File: config.mk
export PLATFORM = sky130hd
export DESIGN_NAME = branch_comp_pipe
export DESIGN_NICKNAME = d
export VERILOG_FILES = /design/src/rtl/branch_pkg.sv /design/src/rtl/branch_cmp_core.sv /design/src/rtl/branch_comp_pipe.sv
export SDC_FILE = /design/constraint.sdc
export NUM_CORES = 1
export LEC_CHECK = 0
export CAP_MARGIN = 20
export CORE_MARGIN = 5
export CORE_UTILIZATION = 50
export CTS_CLUSTER_DIAMETER = 120
export DETAILED_ROUTE_END_ITERATION = 6
export PLACE_DENSITY = 0.87
export SLEW_MARGIN = 20
export SYNTH_ARGS = -nofsm -noshare
export SYNTH_HDL_FRONTEND = slang
export SYNTH_SLANG_ARGS = --single-unit
export TNS_END_PERCENT = 10
File: constraint.sdc
create_clock -name clk -period 4.3 [get_ports clk]
set_clock_uncertainty 0.05 [all_clocks]
set_input_delay 0.86 -clock clk [delete_from_list [all_inputs] [get_ports clk]]
set_output_delay 0.86 -clock clk [all_outputs]
set_load 0.005 [all_outputs]
File: src/rtl/branch_pkg.sv
`default_nettype none
// ============================================================================
// Module   : branch_pkg
// Brief    : Shared constants, types and the branch resolve helper for the
//            branch compare pipeline.
// Revision : 1.0 - initial release
// ============================================================================
package branch_pkg;

    // funct3 encodings of the conditional branch instructions
    localparam logic [2:0] F3_BEQ  = 3'b000;
    localparam logic [2:0] F3_BNE  = 3'b001;
    localparam logic [2:0] F3_BLT  = 3'b100;
    localparam logic [2:0] F3_BGE  = 3'b101;
    localparam logic [2:0] F3_BLTU = 3'b110;
    localparam logic [2:0] F3_BGEU = 3'b111;

    // Legal range of the pipeline depth parameter
    localparam int STAGES_MIN = 1;
    localparam int STAGES_MAX = 2;

    // Raw comparator flags produced by the compare core
    typedef struct packed {
        logic eq;
        logic lt;
        logic ltu;
    } cmp_flags_t;

    // Fully resolved branch result carried by the output stage
    typedef struct packed {
        logic taken;
        logic br_eq;
        logic br_lt;
        logic br_ltu;
        logic mispredict;
        logic illegal;
    } br_result_t;

    // Turn comparator flags plus funct3 and the prediction into a result.
    // Illegal encodings never report taken or mispredict.
    function automatic br_result_t branch_resolve(
        input logic [2:0] funct3,
        input cmp_flags_t flags,
        input logic       pred_taken
    );
        br_result_t res;
        logic       cond;
        logic       legal;
        res   = '0;
        cond  = 1'b0;
        legal = 1'b1;
        case (funct3)
            F3_BEQ:  cond = flags.eq;
            F3_BNE:  cond = ~flags.eq;
            F3_BLT:  cond = flags.lt;
            F3_BGE:  cond = ~flags.lt;
            F3_BLTU: cond = flags.ltu;
            F3_BGEU: cond = ~flags.ltu;
            default: legal = 1'b0;
        endcase
        res.br_eq      = flags.eq;
        res.br_lt      = flags.lt;
        res.br_ltu     = flags.ltu;
        res.illegal    = ~legal;
        res.taken      = legal & cond;
        res.mispredict = legal & (cond != pred_taken);
        return res;
    endfunction

endpackage
`default_nettype wire

File: src/rtl/branch_cmp_core.sv
`default_nettype none
// ============================================================================
// Module   : branch_cmp_core
// Brief    : Combinational XLEN-bit equal / signed-less / unsigned-less
//            comparator built around a single (XLEN+1)-bit subtraction.
// Revision : 1.0 - initial release
// ============================================================================
module branch_cmp_core #(
    parameter int XLEN = 32
) (
    input  logic [XLEN-1:0] src1,
    input  logic [XLEN-1:0] src2,
    output logic            eq,
    output logic            lt,
    output logic            ltu
);

    // Zero-extended subtraction: the top bit is the unsigned borrow
    logic [XLEN:0] w_diff;

    assign w_diff = {1'b0, src1} - {1'b0, src2};

    // A zero difference in the low XLEN bits means the operands are equal
    assign eq  = (w_diff[XLEN-1:0] == '0);
    assign ltu = w_diff[XLEN];
    // Equal signs: magnitude order decides; differing signs: negative one is less
    assign lt  = (src1[XLEN-1] == src2[XLEN-1]) ? ltu : src1[XLEN-1];

endmodule
`default_nettype wire

File: src/rtl/branch_comp_pipe.sv
`default_nettype none
// ============================================================================
// Module   : branch_comp_pipe
// Brief    : Pipelined branch condition evaluator with valid/ready handshakes,
//            flush, and saturating taken / mispredict statistics counters.
// Revision : 1.0 - initial release
// ============================================================================
module branch_comp_pipe
    import branch_pkg::*;
#(
    parameter int XLEN   = 32,
    parameter int STAGES = 2,
    parameter int CNT_W  = 16
) (
    input  logic             clk,
    input  logic             rst,
    input  logic             in_valid,
    output logic             in_ready,
    input  logic [2:0]       funct3,
    input  logic [XLEN-1:0]  src1,
    input  logic [XLEN-1:0]  src2,
    input  logic             pred_taken,
    input  logic             flush,
    output logic             out_valid,
    input  logic             out_ready,
    output logic             taken,
    output logic             br_eq,
    output logic             br_lt,
    output logic             br_ltu,
    output logic             mispredict,
    output logic             illegal,
    output logic [CNT_W-1:0] taken_cnt,
    output logic [CNT_W-1:0] mispred_cnt
);

    // Depths outside the legal range fall back to the nearest legal structure
    localparam bit               c_two_stage = (STAGES >= STAGES_MAX);
    localparam logic [CNT_W-1:0] c_cnt_max   = '1;
    localparam logic [CNT_W-1:0] c_cnt_one   = CNT_W'(1);

    // Comparator flags for the request currently on the input
    logic       w_eq;
    logic       w_lt;
    logic       w_ltu;
    cmp_flags_t w_flags;

    // Output stage state
    logic       r_out_valid;
    br_result_t r_out_res;

    // Handshake helpers
    logic       w_out_valid;
    logic       w_drain;
    logic       w_accept;
    logic       w_deliver;
    logic       w_slot_free;

    // Statistics
    logic [CNT_W-1:0] r_taken_cnt;
    logic [CNT_W-1:0] r_mispred_cnt;

    branch_cmp_core #(
        .XLEN (XLEN)
    ) u_cmp (
        .src1 (src1),
        .src2 (src2),
        .eq   (w_eq),
        .lt   (w_lt),
        .ltu  (w_ltu)
    );

    assign w_flags = '{eq: w_eq, lt: w_lt, ltu: w_ltu};

    // Reset masks the output immediately, before the registers clear
    assign w_out_valid = r_out_valid & ~rst;
    // Last stage vacates this cycle (flush/reset are handled by the registers)
    assign w_drain     = r_out_valid & out_ready;
    assign in_ready    = ~rst & ~flush & w_slot_free;
    assign w_accept    = in_valid & in_ready;
    // A result offered during a flush is discarded, not delivered
    assign w_deliver   = w_out_valid & out_ready & ~flush;

    if (c_two_stage) begin : g_two_stage
        logic       r_s1_valid;
        cmp_flags_t r_s1_flags;
        logic [2:0] r_s1_funct3;
        logic       r_s1_pred;
        logic       w_s1_adv;

        assign w_s1_adv    = r_s1_valid & (~r_out_valid | w_drain);
        assign w_slot_free = ~r_s1_valid | w_s1_adv;

        // Stage 1: capture comparator flags plus the fields needed for decode
        always_ff @(posedge clk) begin
            if (rst) begin
                r_s1_valid  <= 1'b0;
                r_s1_flags  <= '0;
                r_s1_funct3 <= '0;
                r_s1_pred   <= 1'b0;
            end else if (flush) begin
                r_s1_valid  <= 1'b0;
            end else if (w_accept) begin
                r_s1_valid  <= 1'b1;
                r_s1_flags  <= w_flags;
                r_s1_funct3 <= funct3;
                r_s1_pred   <= pred_taken;
            end else if (w_s1_adv) begin
                r_s1_valid  <= 1'b0;
            end
        end

        // Stage 2: decode funct3, resolve the prediction, hold while stalled
        always_ff @(posedge clk) begin
            if (rst) begin
                r_out_valid <= 1'b0;
                r_out_res   <= '0;
            end else if (flush) begin
                r_out_valid <= 1'b0;
            end else if (w_s1_adv) begin
                r_out_valid <= 1'b1;
                r_out_res   <= branch_resolve(r_s1_funct3, r_s1_flags, r_s1_pred);
            end else if (w_drain) begin
                r_out_valid <= 1'b0;
            end
        end
    end else begin : g_one_stage
        assign w_slot_free = ~r_out_valid | w_drain;

        // Single stage: compare, decode and resolve straight into the output
        always_ff @(posedge clk) begin
            if (rst) begin
                r_out_valid <= 1'b0;
                r_out_res   <= '0;
            end else if (flush) begin
                r_out_valid <= 1'b0;
            end else if (w_accept) begin
                r_out_valid <= 1'b1;
                r_out_res   <= branch_resolve(funct3, w_flags, pred_taken);
            end else if (w_drain) begin
                r_out_valid <= 1'b0;
            end
        end
    end

    // Count delivered results, saturating at all-ones
    always_ff @(posedge clk) begin
        if (rst) begin
            r_taken_cnt   <= '0;
            r_mispred_cnt <= '0;
        end else if (w_deliver) begin
            if (r_out_res.taken && (r_taken_cnt != c_cnt_max)) begin
                r_taken_cnt <= r_taken_cnt + c_cnt_one;
            end
            if (r_out_res.mispredict && (r_mispred_cnt != c_cnt_max)) begin
                r_mispred_cnt <= r_mispred_cnt + c_cnt_one;
            end
        end
    end

    assign out_valid   = w_out_valid;
    assign taken       = w_out_valid & r_out_res.taken;
    assign br_eq       = w_out_valid & r_out_res.br_eq;
    assign br_lt       = w_out_valid & r_out_res.br_lt;
    assign br_ltu      = w_out_valid & r_out_res.br_ltu;
    assign mispredict  = w_out_valid & r_out_res.mispredict;
    assign illegal     = w_out_valid & r_out_res.illegal;
    assign taken_cnt   = r_taken_cnt;
    assign mispred_cnt = r_mispred_cnt;

endmodule
`default_nettype wire

After elaboration in Yosys (flattened, before gate mapping)
Cells that the tools add are included.
- flip-flop bits (word level): 47
- word-level logic and storage cells: 78
- add/sub/neg operators: 3
- equal/unequal tests: 9
- muxes and demuxes: 13
- bitwise logic cells: 26
- reductions and logical operators: 12
- operator list (cell ; count):
    subtractor 32 x 32 -> 33 bit ; 1
    adder 16 x 1 -> 16 bit (second input constant) ; 2
    logical NOT 32 bit ; 1
    inequality test 16 bit (second input constant) ; 2
    bitwise AND 1 bit ; 16
    equality test 3 bit (second input constant) ; 4
    2-to-1 mux 1 bit ; 12
    inverter 1 bit ; 8
    AND reduction 2 bit ; 4
    one-hot mux 1 bit (6 select lines) ; 1
    OR reduction 6 bit ; 1
    nonzero test 2 bit ; 2
    equality test 3 x 1 -> 1 bit (second input constant) ; 1
    logical NOT 3 bit ; 1
    logical AND 1 bit ; 2
    bitwise OR 1 bit ; 2
    OR reduction 2 bit ; 1
    equality test 1 bit ; 1
    inequality test 1 bit ; 1

Depth between registers and ports, before layout
Gate-level depths: netlist of run 1.
- word-level depth: 8
- depth in mapped cells: 13
- depth with buffers taken out: 13

Cells and area by module
A second synthesis of run 1 with hierarchy kept.
- cell total of the unflattened synthesis: 582
- area, all modules: 4518.1 um^2
- modules (own cells, without submodules) (module ; instances ; cells an instance ; area each (um^2) ; sequential area each (um^2)):
    branch_comp_pipe ; 1 ; 264 ; 2383.5 ; 940.9
    branch_cmp_core ; 1 ; 318 ; 2134.5 ; 0.0

Worst setup path after synthesis of run 1
Ideal clock, no wire load.
- path kind: in2reg
- start: input port src1[0]
- end: register g_two_stage.r_s1_flags[2] (netlist name)
- library setup time: 0.059 ns
- arrival: 3.316 ns
- path slack: 0.875 ns
- stages: 13
- buffers on the path: 0
- cells stage by stage: inv_1 ha_1 fa_1 and2b_1 o2111ai_4 a21oi_1 o32a_1 nand3_1 a2111oi_0 o2111ai_1 a2111oi_2 nand4_1 nand2_1
- word-level cells in the longest chain between the ends: 2
- RTL lines (item ; line ; text):
    start: declaration ; branch_comp_pipe.sv:20 ; input logic [XLEN-1:0] src1,
    subtractor 32 x 32 -> 33 bit ; branch_cmp_core.sv:21 ; assign w_diff = {1'b0, src1} - {1'b0, src2};
    logical NOT 32 bit ; branch_cmp_core.sv:24 ; assign eq = (w_diff[XLEN-1:0] == '0);
    end signal: assignment ; branch_comp_pipe.sv:104 ; r_s1_flags <= w_flags;
    end: declaration ; branch_comp_pipe.sv:85 ; cmp_flags_t r_s1_flags;
No other way between the ends.
A chain may end at the register's enable or synchronous reset.

Final worst setup path of run 1
Ends and elaborated chain as after synthesis.

==> results of run 1 <==
-- power groups by stage --
stage	Clock (uW)	Sequential, uW	Combinational (uW)
3_3_place_gp	0	451	451
2_1_floorplan	0	451	299
6_report	334	441	468
5_1_grt	360	442	513
4_1_cts	339	441	459
3_5_place_dp	0	452	457
-- state kept, by name, indices dropped and copies added (netlist names) --
register and flops:
g_two_stage.r_s1_flags 3, g_two_stage.r_s1_funct3 3, g_two_stage.r_s1_pred 1, g_two_stage.r_s1_valid 1, mispred_cnt 16, r_out_res 6, r_out_valid 1, taken_cnt 16
-- routing by layer --
metal	routed length (um)	vias to the layer above	global-route usage [%]	share of wire (%)
li1	-	2350	-	-
met5	0	-	0	0
met4	208	0	6.275	1.6
met3	930	21	2.549	7.0
met1	5591	2252	31.92	42
met2	6477	215	42.25	49
-- kinds of logic (layout without fill, tap and decap cells) --
| logic type | count (synthesis) | after routing | share of synthesized area, % |
|---|---|---|---|
| buf+inv | 72 | 177 | 6.413 |
| compound gates | 147 | 147 | 23.33 |
| flops | 47 | 47 | 21.53 |
| mux | 16 | 16 | 3.664 |
| simple gates | 242 | 242 | 27.46 |
| fa+ha+maj | 35 | 35 | 10.19 |
| xor+xnor | 37 | 37 | 7.415 |
-- Yosys cell counts (all sizes together), types with 9 or more instances --
master | count | share of area (%)
nand4 | 15 | 2.1
and2 | 11 | 1.6
xor2 | 23 | 4.6
xnor2 | 14 | 2.8
nor2b | 13 | 1.9
nand2 | 52 | 4.5
clkbuf | 15 | 1.3
ha | 34 | 9.7
nor2 | 73 | 6.3
a21oi | 43 | 5.2
nor3 | 10 | 1.1
mux2i | 16 | 3.7
dfxtp | 47 | 22
a31oi | 9 | 1.3
o21a | 9 | 1.5
inv | 49 | 4.2
nand3 | 24 | 2.7
o21ai | 23 | 2.6
-- path summary, 6_finish.rpt --
check | cells past startpoint | to
worst min-delay path | 2 | r_out_res[3]$_SDFFE_PP0P_
worst max register to register | 10 | mispred_cnt[15]$_SDFFE_PP0P_
worst max-delay path | 14 | g_two_stage.r_s1_flags[2]$_SDFFE_PP0P_
worst min register to register | 2 | r_out_res[3]$_SDFFE_PP0P_
-- critical path: cells and delay by family --
family	cells	cell delay, ns
fa+ha+maj	2	0.61
compound gates	6	1.66
simple gates	4	0.54
buf+inv	2	0.49
-- final cells by class --
class,instances,area (um^2)
Fill cell,740,2928
Clock buffer,5,68.82
Tap cell,108,135.1
Sequential cell,47,940.9
Multi-Input combinational cell,477,3151
Timing Repair Buffer,120,1181
Inverter,49,183.9
Clock inverter,3,47.55
-- through the flow --
stage                     util [%]  std cells  hold WS, ns  power (uW)
after CTS                    66.08        809       0.4569        1239
final                        66.10        809       0.4472        1244
after detailed placement     64.73        801       0.4367       908.3
after floorplan                  -        596       0.4015       750.0
after global routing         66.10        809       0.4891        1315
after global placement       64.73        801       0.4195       902.8
==> summary.md, run 1 <==
| Metric | Value |
|---|---|
| CP cell instances | clkdlybuf4s50_1, inv_1, ha_1, fa_1, and2b_1, o2111ai_4, a21oi_1, o32a_1, nand3_1, a2111oi_1, o2111ai_1, a2111oi_2, nand4_1, nand2_1 |
| Synth-to-Final Area Change | 30.60% |
| Crit Path Class | in -> reg |
| Critical Path RT | 4.50 ns |
| FF-to-FF Start | r_out_valid$_SDFFE_PP0P_ |
| Max incr delay on CP | 0.45 ns |
| Mapped cell area | 4370 um^2 |
| Dpl cell area | 5590 um^2 |
| Gpl congestion | 0.9506 |
| Starting DRC count in detailed routing | 335 |
| First-pass GRT wire length | 21.04 mm |
| Worst slew pin tran | 0.4970 ns |
| CTS max path bufs | 2 |
| Tmin final | 3.970 ns |
| Period Utilization, post-route | 92.32% |
| Setup TNS | 0 ns |
| Net Sw Power | 418.8 uW |
| Leakage | 0.002330 uW |
| CTS resizes | 0 |
| Post CTS Setup Buffer Count | 0 |
| Asr flop ratio synth | 0% |
| IO Port Bufs | 112 |
| Worst setup startpoint | src1[0] |
| Sw frac | 33.68% |
| Sequential Power Share | 35.5% |
| Commonest non-fill, non-tap cells in the layout | clkdlybuf4s50_1, nor2_1, nand2_1 |
| Status | finished, final reports clean |
| Final hold viol count | 0 |
| CP endpoint kind | flip-flop |
| Via Count | 4838 |
| Cts bufs inserted | 5 |
| Top fanout value on the critical path | 6 |
| Clk_lat worst skew | 0.31 ns |
| Fin nets | 808 |
| Comb power frac | 37.7% |
| CTS Hold Bufs | 0 |
| Clock transition at the registers of the reported paths | 0.08 ns |
| CTS root buf | clkbuf_8 |
| Hold Startpoint | r_out_res[3]$_SDFFE_PP0P_ |
| Final setup viols | 0 |
| Fmax | 0.2519 GHz |
| Design area | 5708 um^2 |
| Main flop type after synthesis | dfxtp_1 |
| Final worst slack | 0.3302 ns |
| Startpoint Class | input port |
| Int Power | 824.8 uW |
| Dpl ws | 0.004875 ns |
| Core ar. | 8636 um^2 |
| Number of synthesis warnings | 0 |
| Clk sinks | 47 |
| Initial core utilization | 50.61% |
| Post-DP HPWL | 10.84 mm |
| DRT Wirelength | 13.21 mm |
| Clock network power share | 26.8% |
| Top Ports | 113 |
| Mapped Cells | 596 |
| Max Cap Viol | 0 |
| RSZ-0062 raised after global routing | no |
| CTS tree | yes |
| Post-synthesis sequential area ratio | 21.53% |
| Initial antenna violation count | 0 |
| Diodes inserted | 0 |
| DRC | 0 |
| Die W | 103.5 um |
| GRT Resource Usage Total | 24.26% |
| Unique masters post-synth | 68 |
| ANT nets after route | 0 |
| Number of global-route vias before repair | 4569 |
| Critical Path AT | 4.17 ns |
| Layout cells sized above 1 | 3.852% |
| Max Transition Viols Final | 0 |
| H-tree Lvls | 2 |
| Die area | 10710 um^2 |
| Headroom to the max-slew limit | 66.34% |
| Number of synthesized flops with an enable pin | 0 |
| Cell Pwr Density | 217.9 nW/um^2 |
| Hold Path Class | reg -> reg |
| Syn_nets | 704 |
| VDD IR max | 147.2 uV |
| Synthesis-stage register bit count | 47 |
| R2R Setup Slk | 1.78 ns |
| First-pass DRT Iterations | 5 |
| Row cnt | 34 |
| Die Y | 103.5 um |
| Vias/cell | 5.980 |
| Slowest-stage cell, CP | clkdlybuf4s50_1 |
| Avg Inst Size Synth | 7.333 um^2 |
| Largest net degree at the start of global routing | 44 |
| GRT overflow | 0 |
| Most common cell after layout, fill and taps aside | clkdlybuf4s50_1 |
| Drt wl/cell | 16.33 um |
(Power assumes the default switching activity.)
==> run 2: changes to the inputs <==
Settings changed: CORE_UTILIZATION 50 to 25, PLACE_DENSITY 0.87 to 0.52.
==> run 2 against run 1 <==
Flip-flop and latch count stayed put. Critical path depth stayed put. Maximum frequency is 0.42% lower. Clock power is 28% higher. Die area is 89% higher. Critical path type unchanged.
==> summary.md, run 2 (same netlist as run 1, synthesis figures left out) <==
| Metric | Value |
|---|---|
| Period Utilization, post-route | 92.71% (+0.39 points) |
| Worst r2r path cells | 8 (-2) |
| RSZ-0062 raised after global routing | no |
| Slowest-stage cell, CP | clkdlybuf4s50_1 |
| Synth-to-Final Area Change | 35.24% |
| Cts bufs inserted | 5 (unchanged) |
| Hold Path End | r_out_res[4]$_SDFFE_PP0P_ |
| CTS tree | yes |
| Most common cell after layout, fill and taps aside | clkdlybuf4s50_1 |
| GRT Resource Usage Total | 13.58% (-11 points) |
| Fmax | 0.2508 GHz (-0.42%) |
| Diodes inserted | 0 (unchanged) |
| IO Port Bufs | 112 (unchanged) |
| Fillers | 1831 (+150%) |
| Buf+Inv Stages, Crit Path | 2 (unchanged) |
| CTS root buf | clkbuf_16 |
| R2R Setup Slk | 1.86 ns (+0.08 ns) |
| Startpoint Class | input port |
| Die area | 20230 um^2 (+89%) |
| Multi-input logic area | 3149 um^2 (about the same) |
| CTS Hold Bufs | 0 (unchanged) |
| DRT Wirelength | 14.11 mm (+6.9%) |
| Die Y | 142.2 um (+37%) |
| Top fanout value on the critical path | 6 (unchanged) |
| Drt wl/cell | 15.23 um (-6.7%) |
| Worst hold path depth | 2 (unchanged) |
| Status | finished, final reports clean |
| ANT nets after route | 0 (unchanged) |
| Hold Startpoint | r_out_res[4]$_SDFFE_PP0P_ |
| CP cell instances | clkdlybuf4s50_1, inv_1, ha_1, fa_1, and2b_1, o2111ai_4, a21oi_1, o32a_1, nand3_1, a2111oi_0, o2111ai_1, a2111oi_2, nand4_1, nand2_1 |
| Post CTS Setup Buffer Count | 0 (unchanged) |
| Gpl congestion | 0.9172 (-3.5%) |
| Fin nets | 810 (+0.25%) |
| FF-to-FF Start | r_out_valid$_SDFFE_PP0P_ |
| First-pass DRT Iterations | 5 (unchanged) |
| H-tree Lvls | 2 (unchanged) |
| FF+latch area | 940.9 um^2 (unchanged) |
| Dpl cell area | 5752 um^2 (+2.9%) |
| Clk_lat worst skew | 0.28 ns (-0.03 ns) |
| Largest net degree at the start of global routing | 46 (+4.5%) |
| First-pass GRT wire length | 22.82 mm (+8.5%) |
| Starting DRC count in detailed routing | 367 (+9.6%) |
| Clk sinks | 47 (unchanged) |
| DRC | 0 (unchanged) |
| Max Transition Viols Final | 0 (unchanged) |
| Initial antenna violation count | 0 (unchanged) |
| Number of global-route vias before repair | 4570 (+0.022%) |
| Row cnt | 48 (+41%) |
| Critical Path RT | 4.47 ns (-0.03 ns) |
| Post-DP HPWL | 11.53 mm (+6.4%) |
| Initial core utilization | 25.36% (-25 points) |
| CTS resizes | 0 (unchanged) |
| CTS max path bufs | 2 (unchanged) |
| Top Ports | 113 (unchanged) |
| CP endpoint kind | flip-flop |
| Clock transition at the registers of the reported paths | 0.06 ns (-0.02 ns) |
| Final setup viols | 0 (unchanged) |
| Final hold viol count | 0 (unchanged) |
| Hold Path Class | reg -> reg |
| Tmin final | 3.987 ns (+0.01673 ns) |
| Critical Path AT | 4.16 ns (about the same) |
| Design area | 5911 um^2 (+3.6%) |
| Max Cap Viol | 0 (unchanged) |
| Setup TNS | 0 ns (unchanged) |
| VDD IR max | 159.9 uV (+8.6%) |
| Leakage | 0.002359 uW (+1.2%) |
| Die W | 142.2 um (+37%) |
| Commonest non-fill, non-tap cells in the layout | clkdlybuf4s50_1, nor2_1, nand2_1 |
| Core ar. | 17240 um^2 (+100%) |
| Crit Path Class | in -> reg |
| Worst slew pin tran | 0.5262 ns (+0.02916 ns) |
| Headroom to the max-slew limit | 64.76% (-1.6 points) |
| Layout cells sized above 1 | 3.846% (-0.0055 points) |
| CP delay by family, top | compound AO/OA/AOI/OAI gates |
| GRT overflow | 0 (unchanged) |
| Max incr delay on CP | 0.45 ns (about the same) |
| R2R Path End | mispred_cnt[14]$_SDFFE_PP0P_ |
| Vias/cell | 5.039 (-16%) |
| Via Count | 4671 (-3.5%) |
| Cell Pwr Density | 227.2 nW/um^2 (+4.3%) |
-- run 2: cell types whose count changed in the layout (fill, tap and decap cells not counted) --
| cell | previous run | this run |
|---|---|---|
| clkbuf_8 | 5 | 0 |
| a2111oi_0 | 1 | 2 |
| clkbuf_16 | 0 | 5 |
| buf_4 | 8 | 10 |
| clkbuf_1 | 0 | 1 |
| a2111oi_1 | 1 | 0 |
| clkinv_4 | 1 | 0 |
| inv_6 | 1 | 0 |
-- run 2: metrics by stage --
stage | hold slack, ns | total power (uW) | cells | setup WS [ns] | util (%)
after CTS | 0.4496 | 1349 | 927 | 0.3743 | 34.29
after floorplan | 0.4015 | 750.0 | 596 | 0.8746 | -
after global placement | 0.4180 | 918.4 | 920 | 0.1712 | 33.37
after global routing | 0.4702 | 1425 | 927 | 0.1708 | 34.29
after detailed placement | 0.4338 | 915.0 | 920 | 0.1020 | 33.37
final | 0.4408 | 1343 | 927 | 0.3135 | 34.29
-- run 2: area by class of cell --
type | instances | area share (%)
clock buffers | 6 | 2.180
well taps | 225 | 4.763
multi-input cells | 477 | 53.28
flip-flops and latches | 47 | 15.92
inverters | 49 | 3.112
clock inverters | 1 | 0.5080
repair buffers | 122 | 20.24
-- run 2: worst max-delay path by stage --
| stage | from | end | slack, ns | cells past startpoint |
|---|---|---|---|---|
| 2_1_floorplan | src1[0] | g_two_stage.r_s1_flags[2]$_SDFFE_PP0P_ | 0.87 | 13 |
| 3_3_place_gp | src1[0] | g_two_stage.r_s1_flags[2]$_SDFFE_PP0P_ | 0.17 | 14 |
| 3_5_place_dp | src1[0] | g_two_stage.r_s1_flags[2]$_SDFFE_PP0P_ | 0.10 | 14 |
| 4_1_cts | src1[0] | g_two_stage.r_s1_flags[2]$_SDFFE_PP0P_ | 0.37 | 14 |
| 5_1_grt | src1[0] | g_two_stage.r_s1_flags[2]$_SDFFE_PP0P_ | 0.17 | 14 |
| 6_report | src1[0] | g_two_stage.r_s1_flags[2]$_SDFFE_PP0P_ | 0.31 | 14 |
-- run 2: metal layers --
| metal | vias up | track usage, % | share of wire, % |
|---|---|---|---|
| li1 | 2340 | - | - |
| met1 | 2134 | 19.10 | 46 |
| met2 | 175 | 21.69 | 46 |
| met3 | 22 | 2.520 | 6.7 |
| met4 | 0 | 2.929 | 1.5 |
| met5 | - | 0 | 0 |
-- run 2: where the power goes --
| part | internal, uW | switching (uW) |
|---|---|---|
| Clock | 271 | 156 |
| Combinational | 210 | 263 |
| Sequential | 439 | 3.10 |
| Total | 920 | 422 |
-- run 2: tightest hold or removal path, delay by kind of cell, from the launching register on --
family,cells,cell delay (ns)
flip-flops,1,0.32
AND/OR/NAND/NOR,1,0.08
multiplexers,1,0.06
==> run 3: changes to the inputs <==
Settings changed: CORE_UTILIZATION 25 to 40, PLACE_DENSITY 0.52 to 0.73.
==> run 3 against run 2 <==
Flip-flop and latch count is the same. Sequential power hardly changed. Clock power fell by 20%. Cell area is 2.4% lower. Global-route usage increased by 6.2 points. Critical path depth is 1 higher. Hold slack is essentially flat. Wire length decreased by 5.8%. Worst setup slack improved by 0.16 ns. Cell count decreased by 9.1%. Critical endpoint unchanged. Highest routed layer unchanged.
==> summary.md, run 3 (same netlist as run 1, synthesis figures left out) <==
| Metric | Value |
|---|---|
| Status | finished, final reports clean |
| CP cell instances | clkdlybuf4s50_1, inv_1, ha_1, fa_1, and2b_1, o2111ai_4, a21oi_1, buf_4, o21bai_1, a31oi_1, a31oi_1, xnor2_1, a2111oi_2, nand4_1, nand2_1 |
| Startpoint Class | input port |
| Starting DRC count in detailed routing | 410 (+12%) |
| Critical Path RT | 4.51 ns (+0.04 ns) |
| Leakage | 0.002344 uW (-0.64%) |
| CTS Hold Bufs | 0 (unchanged) |
| Most common cell after layout, fill and taps aside | clkdlybuf4s50_1 |
| Period Utilization, post-route | 88.92% (-3.8 points) |
| First-pass GRT wire length | 21.50 mm (-5.8%) |
| Cell Pwr Density | 217.6 nW/um^2 (-4.2%) |
| GRT Resource Usage Total | 19.77% (+6.2 points) |
| Largest net degree at the start of global routing | 31 (-33%) |
| Clock transition at the registers of the reported paths | 0.10 ns (+0.04 ns) |
| GRT overflow | 0 (unchanged) |
| CTS max path bufs | 2 (unchanged) |
| Worst slew pin tran | 0.5501 ns (+0.02394 ns) |
| VDD IR max | 122.9 uV (-23%) |
| CP endpoint kind | flip-flop |
| DRT Wirelength | 13.29 mm (-5.8%) |
| Final hold viol count | 0 (unchanged) |
| CTS root buf | clkbuf_8 |
| Hold Path Class | reg -> reg |
| Max Cap Viol | 0 (unchanged) |
| Max Transition Viols Final | 0 (unchanged) |
| IO Port Bufs | 112 (unchanged) |
| Headroom to the max-slew limit | 62.75% (-2.0 points) |
| Final setup viols | 0 (unchanged) |
| Clk sinks | 47 (unchanged) |
| Cts bufs inserted | 5 (unchanged) |
| Clk_lat worst skew | 0.30 ns (+0.02 ns) |
| First-pass DRT Iterations | 5 (unchanged) |
| CTS tree | yes |
| ANT nets after route | 0 (unchanged) |
| H-tree Lvls | 2 (unchanged) |
| Initial antenna violation count | 0 (unchanged) |
| Synth-to-Final Area Change | 31.95% |
| Initial core utilization | 40.49% (+15 points) |
| Buf+Inv Stages, Crit Path | 3 (+1) |
| DRC | 0 (unchanged) |
| RSZ-0062 raised after global routing | no |
| Diodes inserted | 0 (unchanged) |
| Fin nets | 810 (unchanged) |
| Vias/cell | 5.584 (+11%) |
| CTS resizes | 0 (unchanged) |
| Drt wl/cell | 15.77 um (+3.6%) |
| Crit Path Class | in -> reg |
| Top Ports | 113 (unchanged) |
| Die Y | 114.5 um (-19%) |
| Dpl cell area | 5645 um^2 (-1.8%) |
| CP most frequent cell | a31oi_1 |
| Die W | 114.5 um (-19%) |
| Top fanout value on the critical path | 6 (unchanged) |
| Slowest-stage cell, CP | clkdlybuf4s50_1 |
| Via Count | 4707 (+0.77%) |
| Row cnt | 38 (-21%) |
| Max incr delay on CP | 0.46 ns (about the same) |
| Fmax | 0.2615 GHz (+4.3%) |
| CP delay by family, top | compound AO/OA/AOI/OAI gates |
| Tmin final | 3.824 ns (-0.1630 ns) |
| Gpl congestion | 0.9320 (+1.6%) |
| Post CTS Setup Buffer Count | 0 (unchanged) |
| Design area | 5767 um^2 (-2.4%) |
| Number of global-route vias before repair | 4482 (-1.9%) |
| Layout cells sized above 1 | 4.125% (+0.28 points) |
| Setup TNS | 0 ns (unchanged) |
| Post-DP HPWL | 11.10 mm (-3.7%) |
| Final core occ | 53.43% (+19 points) |
| Commonest non-fill, non-tap cells in the layout | clkdlybuf4s50_1, nor2_1, nand2_1 |
| Core ar. | 10790 um^2 (-37%) |
| Critical Path AT | 4.03 ns (-0.13 ns) |
| Die area | 13120 um^2 (-35%) |
| Fillers | 1035 (-43%) |
## run 3: routing by layer
layer	vias to the layer above	routed length [um]	global-route usage (%)
met1	2177	5957	25.37
li1	2346	-	-
met4	0	175	4.355
met2	168	6314	34.65
met3	16	844	3.224
met5	-	0	0
## run 3: power by group
| group | leakage (uW) | total, uW | internal [uW] | switching (uW) |
|---|---|---|---|---|
| Combinational | 0.00190 | 472 | 210 | 262 |
| Sequential | 0.000379 | 441 | 439 | 2.84 |
| Clock | 0.0000618 | 342 | 191 | 150 |
| Total | 0.00234 | 1250 | 840 | 415 |
## run 3: path summary, 6_finish.rpt
| check | from | end | slack (ns) | cells past startpoint |
|---|---|---|---|---|
| setup / recovery | src1[0] | g_two_stage.r_s1_flags[2]$_SDFFE_PP0P_ | 0.48 | 15 |
| hold / removal | r_out_res[1]$_SDFFE_PP0P_ | r_out_res[1]$_SDFFE_PP0P_ | 0.44 | 2 |
| setup reg to reg | r_out_valid$_SDFFE_PP0P_ | mispred_cnt[14]$_SDFFE_PP0P_ | 1.86 | 8 |
| hold reg to reg | r_out_res[1]$_SDFFE_PP0P_ | r_out_res[1]$_SDFFE_PP0P_ | 0.44 | 2 |
## run 3: worst register-to-register path: cells and delay by family, from the launching register on
kind	cells	cell delay (ns)
AO/OA/AOI/OAI	2	0.48
flip-flops	1	0.36
AND/OR/NAND/NOR	6	1.49
## run 3: per-stage QoR
stage	power (uW)	worst slack (ns)	cells	hold slack (ns)
final	1255	0.4765	843	0.4409
after floorplan	750.0	0.8746	596	0.4015
after detailed placement	914.1	0.1154	835	0.4253
after CTS	1256	0.4440	843	0.4464
after global placement	911.8	0.1745	835	0.4173
after global routing	1324	0.2516	843	0.4844
## run 3: layout make-up
| type | instances | area, um^2 | share of cell area (%) |
|---|---|---|---|
| repair buffers | 122 | 1196 | 20.74 |
| flip-flops and latches | 47 | 940.9 | 16.32 |
| well taps | 140 | 175.2 | 3.038 |
| inverters | 49 | 183.9 | 3.189 |
| clock buffers | 6 | 82.58 | 1.432 |
| multi-input cells | 477 | 3149 | 54.61 |
| clock inverters | 2 | 38.79 | 0.6726 |
